File: config.mk
export PLATFORM = sky130hd
export DESIGN_NAME = tone_wave_gen
export DESIGN_NICKNAME = d
export VERILOG_FILES = /design/src/rtl/tone_wave_gen.sv
export SDC_FILE = /design/constraint.sdc
export NUM_CORES = 1
export LEC_CHECK = 0
export ABC_AREA = 1
export BUFFER_PORTS_ARGS = -buffer_cell sky130_fd_sc_hd__buf_2
export CAP_MARGIN = 15
export CORE_MARGIN = 2
export CORE_UTILIZATION = 35
export CTS_BUF_LIST = sky130_fd_sc_hd__clkbuf_4 sky130_fd_sc_hd__clkbuf_8
export CTS_CLUSTER_SIZE = 10
export DETAILED_ROUTE_END_ITERATION = 16
export PLACE_DENSITY = 0.55
export SLEW_MARGIN = 20
export SYNTH_ARGS = -nofsm -noshare
export SYNTH_HDL_FRONTEND = slang
export SYNTH_SLANG_ARGS = --single-unit
export TNS_END_PERCENT = 1
File: constraint.sdc
create_clock -name clk -period 2.3 [get_ports clk]
set_input_delay 0.46 -clock clk [delete_from_list [all_inputs] [get_ports clk]]
set_output_delay 0.46 -clock clk [all_outputs]
set_load 0.005 [all_outputs]
File: src/rtl/tone_wave_gen.sv
// tone_wave_gen: turns a tone frequency into a square wave (half-period from a restoring divider)
// and serialises it as signed 16-bit stereo samples to the board DAC.
module tone_wave_gen #(
    parameter int unsigned CLK_HZ    = 100_000_000,
    parameter int unsigned SILENT_HZ = 20000
) (
    input  logic        clk,
    input  logic        rst_n,
    input  logic        en,
    input  logic [31:0] tone,
    input  logic [15:0] volume,
    output logic        busy,
    output logic        wave,
    output logic        audio_mclk,
    output logic        audio_sck,
    output logic        audio_lrck,
    output logic        audio_sdin
);
    typedef enum logic [1:0] {IDLE, DIV, DONE} state_t;

    state_t      r_state, w_state_nx;
    logic [31:0] r_tone_q, r_half_period, r_quo, r_phase, r_shreg;
    logic [32:0] r_dvsr, r_rem;
    logic [4:0]  r_step;
    logic [8:0]  r_cnt;
    logic        r_silent, r_wave;
    logic        w_change, w_tone_silent, w_fits, w_play;
    logic [33:0] w_trial, w_diff;
    logic [15:0] w_mag, w_sample;

    assign w_change      = tone != r_tone_q;
    assign w_tone_silent = (tone == 32'd0) || (tone >= 32'(SILENT_HZ));
    // Dividend bits are consumed from r_quo's MSB while quotient bits enter at its LSB.
    assign w_trial       = {r_rem, r_quo[31]};
    assign w_diff        = w_trial - {1'b0, r_dvsr};
    assign w_fits        = ~w_diff[33];
    assign w_play        = en && !r_silent && (r_half_period != 32'd0);
    assign w_mag         = volume & 16'h7FFF;
    assign w_sample      = (!en || r_silent) ? 16'h0000 : (r_wave ? w_mag : -w_mag);

    always_ff @(posedge clk or negedge rst_n) begin
        if (!rst_n) r_state <= IDLE;
        else        r_state <= w_state_nx;
    end

    always_comb begin
        w_state_nx = r_state;
        if (r_state == IDLE && w_change && !w_tone_silent) w_state_nx = DIV;
        else if (r_state == DIV && r_step == 5'd31)        w_state_nx = DONE;
        else if (r_state == DONE)                          w_state_nx = IDLE;
    end

    always_ff @(posedge clk or negedge rst_n) begin
        if (!rst_n) begin
            r_tone_q <= '0;
            r_rem    <= '0;
            r_quo    <= '0;
            r_dvsr   <= '0;
            r_step   <= '0;
        end else if (r_state == IDLE) begin
            if (w_change) begin
                r_tone_q <= tone;
                r_rem    <= '0;
                r_quo    <= 32'(CLK_HZ);
                r_dvsr   <= {tone, 1'b0};
                r_step   <= '0;
            end
        end else if (r_state == DIV) begin
            r_rem  <= w_fits ? w_diff[32:0] : w_trial[32:0];
            r_quo  <= {r_quo[30:0], w_fits};
            r_step <= r_step + 5'd1;
        end
    end

    always_ff @(posedge clk or negedge rst_n) begin
        if (!rst_n) begin
            r_silent      <= 1'b1;
            r_half_period <= '0;
            r_phase       <= '0;
            r_wave        <= 1'b0;
        end else begin
            if (r_state == IDLE && w_change && w_tone_silent) r_silent <= 1'b1;
            if (r_state == DONE) begin
                r_half_period <= r_quo;
                r_silent      <= 1'b0;
                r_phase       <= '0;
            end else if (w_play) begin
                if (r_phase == r_half_period - 32'd1) begin
                    r_phase <= '0;
                    r_wave  <= ~r_wave;
                end else begin
                    r_phase <= r_phase + 32'd1;
                end
            end else begin
                r_phase <= '0;
                r_wave  <= 1'b0;
            end
        end
    end

    // Load on the frame wrap beats the shift that would also fall on that edge.
    always_ff @(posedge clk or negedge rst_n) begin
        if (!rst_n) begin
            r_cnt   <= '0;
            r_shreg <= '0;
        end else begin
            r_cnt <= r_cnt + 9'd1;
            if (r_cnt == 9'd511)         r_shreg <= {w_sample, w_sample};
            else if (r_cnt[3:0] == 4'hF) r_shreg <= {r_shreg[30:0], 1'b0};
        end
    end

    assign busy       = r_state != IDLE;
    assign wave       = r_wave;
    assign audio_mclk = r_cnt[1];
    assign audio_sck  = r_cnt[3];
    assign audio_lrck = r_cnt[8];
    assign audio_sdin = r_shreg[31];
endmodule

==> results of run 1 <==
-- worst min-delay path, delay by kind of cell --
family / cells / cell delay (ns)
buffers and inverters: 2 / 0.18
AOI/OAI and AO/OA: 1 / 0.08
-- path summary, 6_finish.rpt --
path / cells past startpoint / slack [ns] / endpoint
setup / recovery: 15 / -0.06 / r_rem[17]
hold / removal: 3 / 0.19 / r_dvsr[17]
setup reg to reg: 15 / -0.06 / r_rem[17]
hold reg to reg: 1 / 0.47 / r_cnt[0]
max in group asynchronous: 3 / 1.16 / r_rem[27]
min in group asynchronous: 2 / 0.52 / r_dvsr[16]
-- flip-flops by register name, summed over array words and instances, names as in the netlist --
name           flops
r_phase           32
wave               1
r_cnt              9
r_silent           1
r_dvsr            32
r_shreg           32
r_half_period     32
r_rem             33
r_step             5
r_state            2
r_quo             32
-- stage by stage --
stage | hold WS, ns | cell area [um^2]
2_1_floorplan | 0.164 | 13600
3_3_place_gp | 0.440 | 16000
3_5_place_dp | 0.460 | 16000
4_1_cts | 0.157 | 17000
5_1_grt | 0.187 | 17300
6_report | 0.189 | 17300
-- final cells by class --
| type | instances | area [um^2] | area share, % |
|---|---|---|---|
| clock buffers | 62 | 810 | 4.68 |
| clock inverters | 11 | 95.1 | 0.550 |
| inverters | 248 | 931 | 5.38 |
| multi-input cells | 1372 | 7480 | 43.3 |
| flip-flops and latches | 211 | 5280 | 30.5 |
| well taps | 518 | 648 | 3.75 |
| repair buffers | 254 | 2050 | 11.8 |
-- cell families after synthesis --
group / count (synthesis) / synth area share [%]
flops: 211 / 38.8
xor+xnor: 94 / 6.15
simple gates: 964 / 31.6
compound gates: 274 / 10.8
buf+inv: 302 / 8.88
fa+ha+maj: 40 / 3.73
-- report_power, final --
part | total (mW) | switching, mW | internal (mW)
sequential | 3.76 | 0.0179 | 3.74
clock | 4.11 | 1.73 | 2.37
combinational | 0.592 | 0.342 | 0.250
-- routing by layer --
layer	GRT usage, %	vias to the layer above	part of all wire, %
met5	0	-	0
met4	5.80	0	2.9
met3	2.59	78	3.3
met2	32.6	212	47
met1	25.2	5962	47
li1	-	6553	-
-- cell usage in the layout (no fill, tap or decap), types with 17 or more instances in the layout --
master	synthesis	layout
nand2_1	483	477
inv_1	244	236
dfrtp_1	210	210
buf_4	1	178
nor2_1	185	170
nand3_1	135	132
o21ai_0	129	123
a21oi_1	88	77
clkbuf_8	0	55
buf_2	6	54
nor2_2	39	51
xnor2_1	50	48
xor2_1	43	43
nand4_1	38	38
ha_1	39	27
buf_12	3	17
-- what timing repair did --
action                                  in CTS  in global routing
endpoints found under the setup margin      63                 99
pin swaps                                    6                 11
hold buffers                                 1                  0
gates cloned                                 1                  2
gates resized for setup                     22                 59
setup buffers                                1                  1
hold endpoints to repair                    64                  0
==> summary.txt, run 1 <==
Outcome
  • Status: finished with violations
  • Violated checks: setup timing

Timing
  • Final worst-path cycle share: 102%
  • Headroom to the max-slew limit: 55.1%
  • Fmax: 424 MHz
  • Setup TNS: -0.775 ns
  • Setup violators final: 45
  • Worst-margin pin slew: 0.674 ns
  • RSZ-0062 raised after global routing: true
  • Final WS setup: -0.0562 ns
  • Tmin final: 2.36 ns
  • Max-slew violation count: 0
  • Final setup skew: 0.0212 ns
  • Fin. Hold Viols: 0

Drt
  • Vias/cell: 4.79
  • Vias: 12800
  • Remaining antenna violation count after routing: 0
  • Final wirelength: 38.2 mm
  • DRT iter0 DRCs: 593
  • Drt pass-1 iters: 5
  • Routed wire per std cell: 14.3 um
  • DRC: 0

GRT
  • Grt ovf: 0
  • Largest net degree at the start of global routing: 76
  • GR Util All Layers: 19.1%
  • Vias in the first global route: 12700
  • Initial antenna violation count: 0
  • First-pass GRT wire length: 63.4 mm

Layout
  • Final nets: 2218
  • Share of cells above drive strength 1: 21.9%
  • Utilization after layout: 44.9%
  • ANT cells: 0
  • Layout fillers: 4004
  • Area Growth Syn to Fin: 27.0%
  • Fin cells: 2676

Critical path
  • Crit path DAT: 2.82 ns
  • CP required: 2.76 ns
  • CP Launch Point: r_dvsr[11]
  • Slowest cell delay on critical path: 0.36 ns
  • R2R Path Start: r_dvsr[11]
  • Critical path's slowest cell: dfrtp_1
  • Largest delay share family, worst path: simple AND/OR/NAND/NOR gates
  • Worst-path maximum fanout: 6
  • Worst Path Buf+Inv: 2
  • Crit. End Element: flop
  • Worst setup SP type: flop
  • Worst setup path category: flop to flop
  • Cells along the critical path: inv_1 -> ha_1 -> nand2_1 -> nor2_1 -> and2_1 -> nand2_2 -> nand3_2 -> a21o_4 -> nand3_4 -> nand3_2 -> nand2_8 -> buf_12 -> nand2_1 -> nand3_2 -> nand2_1

Die
  • Initial Utilization: 35.3%
  • Die width: 201 um
  • Die H: 201 um
  • Top Ports: 57
  • FP Rows: 72
  • Die area: 0.0405 mm^2
  • Core area: 0.0386 mm^2

Yosys
  • Syn Inst Count: 1885
  • Synth unique cells: 51
  • #FFs+latches synth: 211
  • Share of the synthesized area in the top cell type: 38.6%
  • Mapped Area: 0.0136 mm^2
  • Post-synth EDFFs: 0
  • Cell with the most instances after synthesis: nand2_1
  • Post-synthesis area per instance: 7.22 um^2
  • Synth top area cells: dfrtp_1, nand2_1, inv_1
  • Async SR Flop Fraction: 100%
  • Area leader, netlist: dfrtp_1
  • Mapped Nets: 1976
  • Yosys warnings: 0
  • Top FF cell, synth: dfrtp_1
  • Most common library cells after synthesis: nand2_1, inv_1, dfrtp_1
  • Sequential area share after synthesis: 38.8%

Clock tree
  • Clock-pin slew on the worst setup and hold paths: 0.06 ns
  • Clock sinks: 211
  • Clock Latency Late Sink: 0.57 ns
  • Root Buffer: clkbuf_8
  • TritonCTS Buffers: 40
  • CTS tree: done
  • CTS max path bufs: 3
  • H-tree Lvls: 2

Placed design
  • Placed cells: 2597
  • IO buf count: 55
  • Placer Congestion: 0.893
  • Dpl ws: -0.225 ns
  • Hpwl dp: 29.1 mm

Power and ir drop
  • Max VDD drop: 0.283 mV
  • LEAKAGE: 8.28 nW
  • Total power: 8.46 mW
  • Power Density: 489 mW/mm^2

Worst hold path
  • Hold_sp: tone[16]
  • Hold WC Path Type: input pin to flop

Run
  • Max Cap Viol: 0
(Power assumes the default switching activity.)
==> run 2: changes to the inputs <==
GPL_ROUTABILITY_DRIVEN = 0   (was default)
SKIP_CTS_REPAIR_TIMING = 1   (was default)
==> run 2 against run 1 <==
Compared with the run above:
- the flow still finishes with violations (setup timing)
- critical path type unchanged
- sequential share of layout area decreased by 0.17 points
- cell area is 0.64% higher
- flip-flop and latch count stayed put
- register-to-register slack about the same
- hold slack better by 0.0085 ns
- combinational power rose by 2%
- clock power fell by 3%
- core utilization up 0.29 points
- wire length fell by 0.81%
- global-route usage shrank 0.54 points
==> summary.txt, run 2 (synthesized netlist as in run 1, its figures left out) <==
Drt
  • DRC: 0 (unchanged)
  • DRT iter0 DRCs: 664 (was 593)
  • Vias: 12800 (about the same)
  • Routed wire per std cell: 14.2 um (was 14.3 um)
  • Vias/cell: 4.80 (was 4.79)
  • Drt pass-1 iters: 6 (was 5)
  • Final wirelength: 37.9 mm (was 38.2 mm)
  • Remaining antenna violation count after routing: 0 (unchanged)

Critical path
  • Critical path's slowest cell: dfrtp_1 (unchanged)
  • Crit path DAT: 2.80 ns (was 2.82 ns)
  • Critical path's most frequent cell: nand2_1
  • Slowest cell delay on critical path: 0.42 ns (was 0.36 ns)
  • Largest delay share family, worst path: simple AND/OR/NAND/NOR gates (unchanged)
  • Crit. End Element: flop (unchanged)
  • CP required: 2.75 ns (was 2.76 ns)
  • Worst-case reg-to-reg path depth: 14 (was 15)
  • Cells along the critical path: ha_4 -> fa_2 -> o21ai_4 -> nand2_1 -> nand3_2 -> a21o_4 -> nand3_4 -> nand2_4 -> nand2_4 -> nand2_8 -> clkbuf_16 -> nand2_1 -> nand3_1 -> nand2_1 (was inv_1 -> ha_1 -> nand2_1 -> nor2_1 -> and2_1 -> nand2_2 -> nand3_2 -> a21o_4 -> nand3_4 -> nand3_2 -> nand2_8 -> buf_12 -> nand2_1 -> nand3_2 -> nand2_1)
  • Worst setup path category: flop to flop (unchanged)
  • Worst setup SP type: flop (unchanged)
  • Worst-path maximum fanout: 10 (was 6)
  • Worst Path Buf+Inv: 1 (was 2)
  • Worst R2R Setup Slack: -0.05 ns (was -0.06 ns)
  • Reg2reg end: r_rem[3] (was r_rem[17])
  • R2R Path Start: r_dvsr[1] (was r_dvsr[11])

Layout
  • Most frequent cells in the layout: nand2_1, inv_1, dfrtp_1 (unchanged)
  • Area Growth Syn to Fin: 27.9% (was 27.0%)
  • ANT cells: 0 (unchanged)
  • Utilization after layout: 45.2% (was 44.9%)
  • Layout fillers: 3913 (was 4004)
  • Most flops, register: r_rem (unchanged)
  • Most common cell after layout, fill and taps aside: nand2_1 (unchanged)
  • Max reg flops: 33 (unchanged)
  • Final nets: 2209 (was 2218)
  • Share of cells above drive strength 1: 23.5% (was 21.9%)

Clock tree
  • Clock sinks: 211 (unchanged)
  • CTS max path bufs: 3 (unchanged)
  • Clock-pin slew on the worst setup and hold paths: 0.06 ns (about the same)
  • Clock Latency Late Sink: 0.58 ns (was 0.57 ns)
  • H-tree Lvls: 2 (unchanged)
  • TritonCTS Buffers: 42 (was 40)
  • CTS tree: done (unchanged)
  • Root Buffer: clkbuf_8 (unchanged)

Power and ir drop
  • Int Power: 6.28 mW (was 6.36 mW)
  • Clock power share: 47.8% (was 48.5%)
  • Sw frac: 24.8% (was 24.7%)
  • Max VDD drop: 0.418 mV (was 0.283 mV)
  • LEAKAGE: 8.23 nW (was 8.28 nW)
  • Power Density: 480 mW/mm^2 (was 489 mW/mm^2)
  • Sequential share of power: 45.1% (was 44.5%)
  • Combinational Power Share: 7.2% (was 7.0%)
  • Net Switching: 2.07 mW (was 2.09 mW)

Timing
  • Fmax: 426 MHz (was 424 MHz)
  • Fin. Hold Viols: 0 (unchanged)
  • Final setup skew: 0.0234 ns (was 0.0212 ns)
  • Tmin final: 2.35 ns (was 2.36 ns)
  • RSZ-0062 raised after global routing: true (unchanged)
  • Final worst-path cycle share: 102% (about the same)
  • Headroom to the max-slew limit: 72.0% (was 55.1%)
  • Setup violators final: 31 (was 45)
  • Worst-margin pin slew: 0.419 ns (was 0.674 ns)
  • Final WS setup: -0.0497 ns (was -0.0562 ns)
  • Max-slew violation count: 0 (unchanged)
  • Setup TNS: -0.773 ns (was -0.775 ns)

Worst hold path
  • WHS Endpoint: r_dvsr[21] (was r_dvsr[17])
  • Hold WC Path Type: input pin to flop (unchanged)
  • Hold path depth: 3 (unchanged)
  • Hold_sp: tone[20] (was tone[16])

Outcome
  • Violated checks: setup timing (unchanged)
  • Status: finished with violations (unchanged)

GRT
  • Met1 GRT Util: 24.6% (was 25.2%)
  • Grt ovf: 0 (unchanged)
  • GR Util All Layers: 18.6% (was 19.1%)
  • Met3 Use GR: 2.77% (was 2.59%)
  • Largest net degree at the start of global routing: 59 (was 76)
  • First-pass GRT wire length: 62.0 mm (was 63.4 mm)
  • Met2 usage: 31.1% (was 32.6%)
  • Vias in the first global route: 12500 (was 12700)
  • Initial antenna violation count: 0 (unchanged)
  • GR peak layer: met2 (unchanged)

Die
  • Initial Utilization: 35.3% (unchanged)
  • Top Ports: 57 (unchanged)
  • FP Rows: 72 (unchanged)
  • Die H: 201 um (unchanged)
  • Die area: 0.0405 mm^2 (unchanged)
  • Die width: 201 um (unchanged)
  • Core area: 0.0386 mm^2 (unchanged)

Run
  • Max Cap Viol: 0 (unchanged)

Placed design
  • Hpwl dp: 27.8 mm (was 29.1 mm)
  • IO buf count: 55 (unchanged)
[run 2: worst max-delay path by stage]
stage                      to  slack [ns]        from  cells after the start
finish               r_rem[3]       -0.05   r_dvsr[1]                     14
global route         r_rem[5]       -0.17  r_dvsr[18]                     13
CTS                 r_rem[19]       -0.26   r_dvsr[1]                     11
detailed placement  r_rem[19]       -0.24   r_dvsr[1]                     11
global placement    r_rem[19]       -0.23   r_dvsr[1]                     11
floorplan           r_rem[10]       0.002   r_dvsr[1]                     14
[run 2: layout make-up]
cell class	instances	area, um^2	area share [%]
clock buffers	65	820	4.71
clock inverters	10	70.1	0.402
inverters	248	931	5.35
multi-input cells	1373	7720	44.3
flip-flops and latches	211	5290	30.4
well taps	518	648	3.72
repair buffers	242	1940	11.1
[run 2: tightest hold or removal path, cell delays in order]
cell     delay (ns)
buf_2          0.12
nor2_1         0.10
a21oi_1        0.05
[run 2: power groups by stage]
stage | clock network [mW] | registers [mW] | logic (mW)
finish | 3.99 | 3.76 | 0.601
global route | 4.30 | 3.76 | 0.675
CTS | 4.14 | 3.76 | 0.562
detailed placement | 0 | 3.83 | 0.558
global placement | 0 | 3.82 | 0.555
floorplan | 0 | 3.83 | 0.222
[run 2: layer usage]
| metal | routed length, um | vias to the layer above | part of all wire (%) |
|---|---|---|---|
| li1 | - | 6547 | - |
| met4 | 1140 | 0 | 3.0 |
| met3 | 1500 | 74 | 3.9 |
| met2 | 17600 | 244 | 46 |
| met1 | 17700 | 5924 | 47 |
| met5 | 0 | - | 0 |
[run 2: per-stage QoR]
step | hold WS [ns] | power [mW] | area [um^2] | setup WS (ns) | std cells
after floorplan | 0.164 | 4.05 | 13600 | 0.00155 | 1885
after global placement | 0.347 | 4.38 | 15700 | -0.230 | 2577
after detailed placement | 0.346 | 4.38 | 15700 | -0.241 | 2577
after CTS | -0.274 | 8.46 | 16600 | -0.261 | 2652
after global routing | 0.185 | 8.74 | 17400 | -0.173 | 2667
final | 0.197 | 8.35 | 17400 | -0.0497 | 2667
==> run 3: changes to the inputs <==
CORE_MARGIN = 1.5   (was 2)
REMOVE_ABC_BUFFERS = 1   (was default)
==> run 3 against run 2 <==
Compared with the run above:
- the flow still finishes with violations (setup timing)
- combinational power up 2%
- setup slack worse by 0.025 ns
- clock power up 7.0%
- maximum frequency down 1.0%
- wire length up 6.5%
- sequential share of layout area down 0.82 points
- non-clock buffer count up 55
- cell count up 1.9%
- die area down 0.99%
- sequential power about the same
- count of clock-buffer cells in the layout down 2
- largest power group unchanged
==> summary.txt, run 3 (synthesized netlist as in run 1, its figures left out) <==
Placed design
  • Hpwl dp: 29.5 mm (was 27.8 mm)
  • IO buf count: 55 (unchanged)
  • Dpl ws: -0.260 ns (was -0.241 ns)
  • Placed Area: 0.0161 mm^2 (was 0.0157 mm^2)

Die
  • Die H: 200 um (was 201 um)
  • Initial Utilization: 35.3% (unchanged)
  • Die width: 200 um (was 201 um)
  • Top Ports: 57 (unchanged)
  • FP Rows: 72 (unchanged)
  • Core area: 0.0386 mm^2 (unchanged)
  • Die area: 0.0401 mm^2 (was 0.0405 mm^2)

Critical path
  • CP required: 2.76 ns (was 2.75 ns)
  • Slowest cell delay on critical path: 0.40 ns (was 0.42 ns)
  • Largest delay share family, worst path: simple AND/OR/NAND/NOR gates (unchanged)
  • Critical path's slowest cell: dfrtp_1 (unchanged)
  • Crit path DAT: 2.83 ns (was 2.80 ns)
  • Worst-case reg-to-reg path depth: 14 (unchanged)
  • Worst setup path category: flop to flop (unchanged)
  • Crit. End Element: flop (unchanged)
  • Worst-path maximum fanout: 6 (was 10)
  • Cells along the critical path: ha_4 -> fa_2 -> o21ai_4 -> nand2_2 -> nand3_4 -> a21o_4 -> nand3_4 -> nand2_4 -> nand2_4 -> nand2_8 -> clkbuf_16 -> nand2_1 -> nand3_1 -> nand2_1 (was ha_4 -> fa_2 -> o21ai_4 -> nand2_1 -> nand3_2 -> a21o_4 -> nand3_4 -> nand2_4 -> nand2_4 -> nand2_8 -> clkbuf_16 -> nand2_1 -> nand3_1 -> nand2_1)
  • Worst setup SP type: flop (unchanged)
  • Worst Path Buf+Inv: 1 (unchanged)
  • Stages on worst setup path: 14 (unchanged)

GRT
  • Initial antenna violation count: 0 (unchanged)
  • Largest net degree at the start of global routing: 64 (was 59)
  • Grt ovf: 0 (unchanged)
  • Met3 Use GR: 3.01% (was 2.77%)
  • Met1 GRT Util: 26.2% (was 24.6%)
  • First-pass GRT wire length: 64.1 mm (was 62.0 mm)
  • Vias in the first global route: 12800 (was 12500)
  • Met2 usage: 32.5% (was 31.1%)
  • GR Util All Layers: 19.6% (was 18.6%)
  • GR peak layer: met2 (unchanged)

Layout
  • ANT cells: 0 (unchanged)
  • Reg area: 0.00530 mm^2 (was 0.00529 mm^2)
  • Most frequent cells in the layout: nand2_1, inv_1, buf_4 (was nand2_1, inv_1, dfrtp_1)
  • Final nets: 2262 (was 2209)
  • Layout fillers: 3923 (was 3913)
  • Final Cell Area: 0.0179 mm^2 (was 0.0174 mm^2)
  • Area Growth Syn to Fin: 31.6% (was 27.9%)
  • Most common cell after layout, fill and taps aside: nand2_1 (unchanged)
  • Share of cells above drive strength 1: 25.9% (was 23.5%)
  • Most flops, register: r_rem (unchanged)
  • Multi-input logic area: 0.00774 mm^2 (was 0.00772 mm^2)
  • Max reg flops: 33 (unchanged)

Worst hold path
  • Hold WC Path Type: input pin to flop (unchanged)
  • Hold path depth: 3 (unchanged)

Power and ir drop
  • Max VDD drop: 0.394 mV (was 0.418 mV)
  • Power Density: 483 mW/mm^2 (was 480 mW/mm^2)
  • Sw frac: 24.5% (was 24.8%)
  • Sequential share of power: 43.5% (was 45.1%)
  • LEAKAGE: 8.56 nW (was 8.23 nW)
  • Clock power share: 49.4% (was 47.8%)
  • Int Power: 6.53 mW (was 6.28 mW)
  • Net Switching: 2.12 mW (was 2.07 mW)
  • Combinational Power Share: 7.1% (was 7.2%)

Timing
  • Fmax: 421 MHz (was 426 MHz)
  • Final WS setup: -0.0744 ns (was -0.0497 ns)
  • Setup TNS: -2.12 ns (was -0.773 ns)
  • Final setup skew: 0.0278 ns (was 0.0234 ns)
  • Tmin final: 2.37 ns (was 2.35 ns)
  • Worst-margin pin slew: 0.615 ns (was 0.419 ns)
  • Headroom to the max-slew limit: 58.8% (was 72.0%)
  • RSZ-0062 raised after global routing: true (unchanged)
  • Final worst-path cycle share: 103% (was 102%)
  • Max-slew violation count: 0 (unchanged)
  • Setup violators final: 63 (was 31)
  • Fin. Hold Viols: 0 (unchanged)

Clock tree
  • CTS tree: done (unchanged)
  • Clock Latency Late Sink: 0.58 ns (about the same)
  • Clock-pin slew on the worst setup and hold paths: 0.06 ns (about the same)
  • Clock sinks: 211 (unchanged)
  • CTS max path bufs: 3 (unchanged)
  • Root Buffer: clkbuf_8 (unchanged)
  • H-tree Lvls: 2 (unchanged)
  • TritonCTS Buffers: 41 (was 42)

Drt
  • Remaining antenna violation count after routing: 0 (unchanged)
  • Routed wire per std cell: 14.9 um (was 14.2 um)
  • DRC: 0 (unchanged)
  • DRT iter0 DRCs: 760 (was 664)
  • Final wirelength: 40.4 mm (was 37.9 mm)
  • Vias/cell: 4.85 (was 4.80)
  • Vias: 13200 (was 12800)
  • Drt pass-1 iters: 5 (was 6)

Outcome
  • Status: finished with violations (unchanged)
  • Violated checks: setup timing (unchanged)

Run
  • Max Cap Viol: 0 (unchanged)
==> run 3: cell count changes in the layout (fill, tap and decap cells not counted), moves of 8 or more <==
cell,change
buf_4,+51
nor2_1,-12
nand3_1,-10
nor2_4,+10
nand3_2,+9
ha_1,+8
==> run 3: final cells by class <==
type,count,area share [%]
flip-flops and latches,211,29.5
well taps,518,3.62
clock inverters,9,0.726
multi-input cells,1372,43.2
inverters,248,5.22
repair buffers,297,13.3
clock buffers,63,4.38
==> run 3: layer usage <==
metal,part of all wire [%],routed length (um),up-vias
li1,-,-,6641
met1,46,18500,6195
met2,48,19200,270
met3,4.1,1660,76
met4,2.5,1020,0
met5,0,0,-
==> run 3: power groups by stage <==
stage               Clock (mW)  Combinational [mW]  Sequential, mW
CTS                       4.38               0.596            3.76
finish                    4.27               0.613            3.76
floorplan                    0               0.222            3.83
detailed placement           0               0.592            3.83
global placement             0               0.590            3.82
global route              4.55               0.686            3.76
==> run 3: worst reg2reg max path, delay by kind of cell, from the launching register on <==
| family | cells | cell delay, ns |
|---|---|---|
| compound gates | 2 | 0.33 |
| fa+ha+maj | 2 | 0.56 |
| simple gates | 9 | 0.78 |
| flops | 1 | 0.40 |
| buf+inv | 1 | 0.18 |
==> run 3: worst paths after layout <==
path | from | to | slack, ns
min in group asynchronous | rst_n | r_phase[3] | 0.37
min | tone[12] | r_dvsr[13] | 0.19
max | r_dvsr[1] | r_rem[10] | -0.07
max reg2reg | r_dvsr[1] | r_rem[10] | -0.07
max in group asynchronous | rst_n | r_shreg[29] | 1.24
min reg2reg | r_cnt[0] | r_cnt[0] | 0.45
==> run 3: through the flow <==
step | cells | utilization (%) | power [mW] | hold slack, ns
after floorplan | 1831 | - | 4.05 | 0.164
final | 2718 | 46.5 | 8.65 | 0.188
after CTS | 2697 | 44.1 | 8.74 | -0.238
after global placement | 2625 | 41.7 | 4.41 | 0.393
after global routing | 2718 | 46.5 | 9.00 | 0.186
after detailed placement | 2625 | 41.7 | 4.42 | 0.392
